File: src/rtl/cnu_pkg.sv
// Shared types and defaults for the serial min-sum check-node unit.
package cnu_pkg;

    localparam int DC_DEF     = 6;
    localparam int W_DEF      = 6;
    localparam int OFFSET_DEF = 1;

    typedef enum logic {
        COLLECT = 1'b0,
        EMIT    = 1'b1
    } state_e;

    // Sign-magnitude message at the default width; cnu_serial builds its own at W.
    typedef struct packed {
        logic             sign;
        logic [W_DEF-2:0] mag;
    } msg_t;

endpackage

File: src/rtl/cnu_min_tracker.sv
// Running min1/min2/argmin tracker with per-frame clear.
module cnu_min_tracker #(
    parameter int MW = 5,
    parameter int IW = 3
) (
    input  logic          clk,
    input  logic          rst_n,
    input  logic          clear_i,
    input  logic          upd_i,
    input  logic [MW-1:0] mag_i,
    input  logic [IW-1:0] idx_i,
    output logic [MW-1:0] min1_o,
    output logic [MW-1:0] min2_o,
    output logic [IW-1:0] idx_o
);

    logic [MW-1:0] min1_q, min1_d;
    logic [MW-1:0] min2_q, min2_d;
    logic [IW-1:0] idx_q, idx_d;

    always_comb begin
        min1_d = min1_q;
        min2_d = min2_q;
        idx_d  = idx_q;
        if (clear_i) begin
            min1_d = '1;
            min2_d = '1;
            idx_d  = '0;
        end else if (upd_i) begin
            // strict compares send ties to min2
            if (mag_i < min1_q) begin
                min2_d = min1_q;
                min1_d = mag_i;
                idx_d  = idx_i;
            end else if (mag_i < min2_q) begin
                min2_d = mag_i;
            end
        end
    end

    always_ff @(posedge clk) begin
        if (!rst_n) begin
            min1_q <= '1;
            min2_q <= '1;
            idx_q  <= '0;
        end else begin
            min1_q <= min1_d;
            min2_q <= min2_d;
            idx_q  <= idx_d;
        end
    end

    assign min1_o = min1_q;
    assign min2_o = min2_q;
    assign idx_o  = idx_q;

endmodule

File: src/rtl/cnu_serial.sv
// Serial min-sum check-node unit: collect DC messages, then emit DC replies.
// Define CNU_OFFSET_EN to build the offset min-sum variant.
module cnu_serial
    import cnu_pkg::*;
#(
    parameter int DC     = DC_DEF,
    parameter int W      = W_DEF,
    parameter int OFFSET = OFFSET_DEF
) (
    input  logic                  clk,
    input  logic                  rst_n,
    input  logic                  in_valid,
    output logic                  in_ready,
    input  logic [W-1:0]          in_msg,
    output logic                  out_valid,
    input  logic                  out_ready,
    output logic [W-1:0]          out_msg,
    output logic [$clog2(DC)-1:0] out_idx,
    output logic                  out_last,
    output logic                  out_parity
);

    localparam int IW = $clog2(DC);
    localparam int MW = W - 1;
    localparam logic [IW-1:0] LAST = IW'(DC - 1);
    localparam int OMAX = (1 << MW) - 1;
    localparam int OCLP = (OFFSET > OMAX) ? OMAX : ((OFFSET < 0) ? 0 : OFFSET);
    localparam logic [MW-1:0] OFFM = MW'(OCLP);

`ifdef CNU_OFFSET_EN
    localparam bit OFF_EN = 1'b1;
`else
    localparam bit OFF_EN = 1'b0;
`endif

    typedef struct packed {
        logic          sign;
        logic [MW-1:0] mag;
    } msg_w_t;

    state_e        state_q, state_d;
    logic [IW-1:0] cnt_q, cnt_d;
    logic [DC-1:0] signs_q, signs_d;
    logic          sx_q, sx_d;

    logic          accept;
    logic          fire;
    logic          clear;
    logic          at_last;
    msg_w_t        in_w;
    msg_w_t        out_w;
    logic [MW-1:0] min1, min2, sel;
    logic [IW-1:0] min_idx;

    assign in_w    = msg_w_t'(in_msg);
    assign at_last = (cnt_q == LAST);
    assign accept  = (state_q == COLLECT) && in_valid;
    assign fire    = (state_q == EMIT) && out_ready;
    assign clear   = fire && at_last;

    cnu_min_tracker #(
        .MW (MW),
        .IW (IW)
    ) u_min (
        .clk     (clk),
        .rst_n   (rst_n),
        .clear_i (clear),
        .upd_i   (accept),
        .mag_i   (in_w.mag),
        .idx_i   (cnt_q),
        .min1_o  (min1),
        .min2_o  (min2),
        .idx_o   (min_idx)
    );

    always_ff @(posedge clk) begin
        if (!rst_n) begin
            state_q <= COLLECT;
            cnt_q   <= '0;
            signs_q <= '0;
            sx_q    <= 1'b0;
        end else begin
            state_q <= state_d;
            cnt_q   <= cnt_d;
            signs_q <= signs_d;
            sx_q    <= sx_d;
        end
    end

    always_comb begin
        state_d = state_q;
        unique case (state_q)
            COLLECT: if (accept && at_last) state_d = EMIT;
            EMIT:    if (clear) state_d = COLLECT;
        endcase
    end

    always_comb begin
        cnt_d   = cnt_q;
        signs_d = signs_q;
        sx_d    = sx_q;
        if (accept) begin
            signs_d[cnt_q] = in_w.sign;
            sx_d           = sx_q ^ in_w.sign;
            cnt_d          = at_last ? '0 : cnt_q + 1'b1;
        end else if (fire) begin
            cnt_d = at_last ? '0 : cnt_q + 1'b1;
            if (clear) begin
                signs_d = '0;
                sx_d    = 1'b0;
            end
        end
    end

    always_comb begin
        in_ready  = (state_q == COLLECT);
        out_valid = (state_q == EMIT);
        sel       = (cnt_q == min_idx) ? min2 : min1;
        out_w     = '0;
        out_w.mag = sel;
        if (OFF_EN) out_w.mag = (sel > OFFM) ? sel - OFFM : '0;
        out_w.sign = sx_q ^ signs_q[cnt_q];
        // outputs are forced to zero outside EMIT so reset/collect values are clean
        out_msg    = out_valid ? W'(out_w) : '0;
        out_idx    = out_valid ? cnt_q : '0;
        out_last   = out_valid && at_last;
        out_parity = out_valid && sx_q;
    end

endmodule

File: config.mk
export PLATFORM = sky130hd
export DESIGN_NAME = cnu_serial
export DESIGN_NICKNAME = d
export VERILOG_FILES = /design/src/rtl/cnu_pkg.sv /design/src/rtl/cnu_min_tracker.sv /design/src/rtl/cnu_serial.sv
export SDC_FILE = /design/constraint.sdc
export NUM_CORES = 1
export LEC_CHECK = 0
export CAP_MARGIN = 20
export CORE_ASPECT_RATIO = 0.9
export CORE_MARGIN = 4
export CORE_UTILIZATION = 55
export CTS_BUF_LIST = sky130_fd_sc_hd__clkbuf_2 sky130_fd_sc_hd__clkbuf_4 sky130_fd_sc_hd__clkbuf_8
export DETAILED_ROUTE_END_ITERATION = 7
export PLACE_DENSITY = 0.92
export SYNTH_ARGS = -nofsm -noshare
export SYNTH_HDL_FRONTEND = slang
export SYNTH_HIERARCHICAL = 1
export SYNTH_SLANG_ARGS = --single-unit
File: constraint.sdc
create_clock -name clk -period 2.8 [get_ports clk]
set_clock_uncertainty 0.15 [all_clocks]
set_input_delay 0.42 -clock clk [delete_from_list [all_inputs] [get_ports clk]]
set_output_delay 0.42 -clock clk [all_outputs]
set_load 0.02 [all_outputs]
# Word level (Yosys, flattened, before mapping)
# Cells that the tools add are included.
op_classes:
  eq_ne: 2
  multipliers: 0
  n_shift: 0
  n_div: 0
  n_lt_le_gt_ge: 4
  n_mux: 22
  add_sub_neg: 1
  n_reduce_logical: 14
  bitwise_logic: 4
op_table:
  columns: ["cell", "count"]
  rows:
  - ["two-way mux 6 bit", 4]
  - ["two-way mux 5 bit", 3]
  - ["two-way mux 3 bit", 4]
  - ["< comparator 5 bit", 2]
  - ["logical AND 1 bit", 7]
  - ["two-way mux 1 bit", 7]
  - ["bitwise mux 6 bit", 1]
  - ["AND reduction 2 bit", 3]
  - ["nonzero test 2 bit", 3]
  - ["< comparator 3 x 4 -> 1 bit (second input constant)", 1]
  - ["adder 3 x 1 -> 3 bit (second input constant)", 1]
  - ["binary-select mux 1 bit (select 3 bit)", 1]
  - ["demux 1 bit (select 3 bit)", 1]
  - ["equality test 3 bit", 1]
  - ["equality test 3 bit (second input constant)", 1]
  - ["greater-or-equal comparator 3 x 1 -> 1 bit (second input constant)", 1]
  - ["inverter 1 bit", 2]
  - ["one-hot mux 1 bit (2 select lines)", 1]
  - ["OR reduction 2 bit", 1]
  - ["bitwise XOR 1 bit", 2]
totals:
  mem_count: 0
  romBits: 0
  regBits: 24
  in_bits: 10
  ramBits: 0
  word_cells: 54
  latchBits: 0

# Depth between registers and ports, before layout
depth:
  depth_word: 6
  depth_mapped: 8

# Hierarchy
# Netlist, hierarchy kept.
by_module_without_submodules:
  columns: ["mod", "seq_area_each_um2", "n_inst", "area_each_um2", "cells_per_inst"]
  rows:
  - ["cnu_min_tracker", 260.2, 1, 808.3, 92]
  - ["cnu_serial", 220.2, 1, 795.8, 96]

# Worst setup path before layout
# OpenSTA, ideal clock, no wires.
synth_timing:
  path_type: "input to register"
  startpoint: "input in_msg[2]"
  endpoint: "register u_min.idx_q[2] (netlist: u_min/idx_o[2])"
  setup_time_ps: 114
  arrival_ps: 1755
  setup_slack_ps: 781
  required_ps: 2536
  path_stages: 7
  n_path_buf: 1
  cell_sequence: "ha_1 a21o_1 a31o_4 a21boi_4 buf_8 mux2i_1 nor2_1"
synth_via:
  elab_chain_len: 2
synth_rtl:
  columns: ["element", "line", "rtl"]
  rows:
  - ["start: declaration", "cnu_serial.sv:14", "input logic [W-1:0] in_msg,"]
  - ["< comparator 5 bit", "cnu_min_tracker.sv:31", "if (mag_i < min1_q) begin"]
  - ["AND reduction 2 bit (no source line)", null, null]
  - ["end signal: assignment", "cnu_min_tracker.sv:49", "idx_q <= idx_d;"]
  - ["end: declaration", "cnu_min_tracker.sv:19", "logic [IW-1:0] idx_q, idx_d;"]
# Every way passes these cells.
# A chain may end at the register's enable or synchronous reset.

# Final worst setup path
layout_timing:
  startpoint: "register cnt_q[0]"
  endpoint: "output out_msg[4]"
layout_via:
  elab_chain_len: 3
layout_rtl:
  columns: ["element", "line", "rtl"]
  rows:
  - ["start: declaration", "cnu_serial.sv:42", "logic [IW-1:0] cnt_q, cnt_d;"]
  - ["start signal: assignment", "cnu_serial.sv:84", "cnt_q <= cnt_d;"]
  - ["equality test 3 bit", "cnu_serial.sv:118", "sel = (cnt_q == min_idx) ? min2 : min1;"]
  - ["two-way mux 5 bit", "cnu_serial.sv:118", null]
  - ["two-way mux 6 bit", "cnu_serial.sv:124", "out_msg = out_valid ? W'(out_w) : '0;"]
  - ["end: declaration", "cnu_serial.sv:17", "output logic [W-1:0] out_msg,"]
# Every way passes these cells.

==> impl_metrics.tcl <==
set metrics [dict create \
    cp-start-kind "flip-flop" \
    synth_fa_ha_area_share_pct 6.24 \
    synth-edff-count 0 \
    final_common_cell "dfxtp_1" \
    synth-seq-cells 24 \
    hold_violations 0 \
    numClockSinks 24 \
    grt.overflow.total 0 \
    diodes 0 \
    avgSynthCellArea_um2 8.53 \
    rsz0062_at_grt "no" \
    crit_path_end_kind "output pin" \
    worst-path-buf-inv 2 \
    root_buffer "clkbuf_4" \
    die_w_um 64.9 \
    routedWlPerCell_um 15.5 \
    relSlewSlack_pct 53.3 \
    worst_ep_required_time_ns 2.23 \
    grt_usage_pct 21.3 \
    synth_nets 206 \
    place_inst 248 \
    netSwitchingFraction_pct 30.9 \
    synth.area.mux_share_pct 9.20 \
    cts.htree.levels 1 \
    synth_top_family_by_area "compound AO/OA/AOI/OAI gates" \
    critical-path-max-stage-delay_ns 0.62 \
    via_per_inst 6.08 \
    timing.max_cap.violations 0 \
    antenna_found_initial 0 \
    ctsHoldBuffers 0 \
    fin_nets 234 \
    rows 18 \
    synthArstFlopShare_pct 0 \
    syn_inst 188 \
    pwr-share-clk_pct 27.7 \
    grt_max_degree 15 \
    clk_pin_slew_ns 0.14 \
    grt_pass1_vias 1396 \
    drc 0 \
    area_growth_pct 21.3 \
    drv_slew 0 \
    synthSimpleGateAreaFrac_pct 22.6 \
    place_congestion 0.940 \
    peakVddDrop_mv 0.253 \
    most-common-layout-cells "dfxtp_1 (22), clkdlybuf4s50_1 (21), nor2_1 (14)" \
    p_leak_nw 0.894 \
    dp_slack_ns 0.120 \
    portBuffers 22 \
    cts_tree "done" \
    outcome "finished, final reports clean" \
    ys_types 44 \
    setup_violations 0 \
    synth_area_um2 1600 \
    pwr-share-seq_pct 42.2 \
    max-clock-path-buffers 2 \
    crit_path_max_fanout 11 \
    crit_family "buffers and inverters" \
    switchingPower_w 0.000286 \
    p_comb_share_pct 30.1 \
    fin_crit_sh_pct 95.1 \
    max_freq_mhz 376 \
    setup_ws_ns 0.137 \
    yosys.area_share.xor_xnor_pct 1.64 \
    stdcell_count 255 \
    worstSkewPairLatency_ns 0.32 \
    dr.pass1.iters 7 \
    hold_slack_ns 0.335 \
    tightest_slew_ns 0.699 \
    drive_gt1_share_pct 12.6 \
    crit_slowest_cell "clkdlybuf4s50_1" \
    grt_pass1_wl_um 6320 \
    cp.arrival_ns 2.09 \
    fp.dieH_um 59.2 \
    fin_crit_ns 2.66 \
    ys_warn_count 6 \
    power.density_nw_per_um2 476 \
    crit_chain "xor2_1, nor3_4, buf_4, mux2i_1, nor2_1, clkdlybuf4s50_1" \
    hpwl_um 2750 \
    path_class "reg2out" \
    final_util_pct 70.2 \
    p_int_w 0.000639 \
    totalWireLength_um 3950 \
    io_pins 23 \
    setup_tns_ns 0 \
    core-area_um2 2770 \
    ys_seq_area_share_pct 30.0 \
    die_area_um2 3850 \
    vias 1550 \
    synth_flop_cell "dfxtp_1" \
    hp-class "reg2reg" \
    start_util_pct 57.9 \
    cts_buffers 3 \
    fill_cells 205 \
    synth_compound_area_share_pct 23.1 \
    drt_iter0_markers 112 \
    ant_nets 0 \
]
-- flip-flops by register name (all words and copies together), names as in the netlist --
signal        count
out_valid         1
u_min/min1_o      5
u_min/min2_o      5
cnt_q             3
signs_q           6
sx_q              1
u_min/idx_o       3
-- cells in the mapped netlist (2+ instances only) --
library cell | instances | area [µm²]
nand2b_1 | 4 | 25.0
nand4_1 | 3 | 18.8
clkbuf_1 | 3 | 11.3
buf_6 | 2 | 22.5
nand3_1 | 6 | 30.0
buf_2 | 3 | 15.0
inv_1 | 10 | 37.5
ha_1 | 8 | 100
a21oi_1 | 3 | 15.0
xor2_1 | 3 | 26.3
and3_1 | 2 | 12.5
a31oi_1 | 5 | 31.3
a21o_1 | 4 | 30.0
nand2_1 | 12 | 45.0
mux2i_1 | 11 | 110
mux2_1 | 2 | 22.5
and2_1 | 7 | 43.8
nor3_1 | 6 | 30.0
o211ai_1 | 5 | 37.5
nor2_1 | 14 | 52.6
a221oi_1 | 5 | 43.8
a211oi_1 | 4 | 30.0
o21ai_0 | 9 | 45.0
nor2b_1 | 7 | 43.8
o21a_1 | 3 | 22.5
a21boi_0 | 5 | 37.5
o21ai_1 | 2 | 10.0
dfxtp_1 | 24 | 480
-- metrics by stage --
step,area (µm²),total power (W)
4_1_cts,1920,0.000907
3_3_place_gp,1870,0.000641
5_1_grt,1950,0.000970
6_report,1950,0.000925
3_5_place_dp,1870,0.000649
2_1_floorplan,1600,0.000587
-- logic make-up after synthesis --
| logic type | after synthesis |
|---|---|
| AOI/OAI and AO/OA | 50 |
| xor gates and xnor gates | 3 |
| adders and majority gates | 8 |
| buffers and inverters | 22 |
| DFF | 24 |
| muxes | 14 |
| and+or+nand+nor | 67 |
-- power groups by stage --
stage / combinational (W) / sequential (W) / clock [W]
finish: 0.000278 / 0.000390 / 0.000256
global route: 0.000301 / 0.000394 / 0.000274
CTS: 0.000259 / 0.000390 / 0.000258
detailed placement: 0.000252 / 0.000397 / 0
global placement: 0.000246 / 0.000396 / 0
floorplan: 0.000198 / 0.000389 / 0
-- area by class of cell --
cell class                 instances  area, µm²  share of cell area [%]
clock buffer                       3       22.5                    1.16
clock inverter                     1       30.0                    1.54
inverter                          11       41.3                    2.12
multi-input combinational        142       1010                    51.8
sequential                        24        485                    25.0
tap                               40       50.0                    2.57
timing repair buffer              34        309                    15.9
-- worst min-delay path, delay by kind of cell, from the launching register on --
family	cells	cell delay, ns
and+or+nand+nor	1	0.06
AOI/OAI and AO/OA	1	0.07
DFF	1	0.33
-- routing by layer --
layer / vias up / global-route usage, % / share of wire [%] / routed length (µm)
met2: 83 / 35.1 / 48 / 1900
met1: 720 / 28.1 / 43 / 1680
li1: 735 / - / - / -
met4: 0 / 8.43 / 1.5 / 61
met5: - / 0 / 0 / 0
met3: 12 / 3.04 / 7.6 / 300
-- worst paths after layout --
kind,from,end,slack (ns),cells after the start
max,cnt_q[0],out_msg[4],0.14,6
min,signs_q[0],signs_q[0],0.33,2
max reg2reg,u_min/min1_o[2],u_min/min2_o[2],0.60,7
min reg2reg,signs_q[0],signs_q[0],0.33,2
-- timing repair --
item / CTS / global route
resized for setup: 3 / 1
pin swaps: 0 / 1
setup endpoints to repair: 6 / 5
setup buffers: 0 / 3
Note: power is estimated with default switching activity, not from simulation.
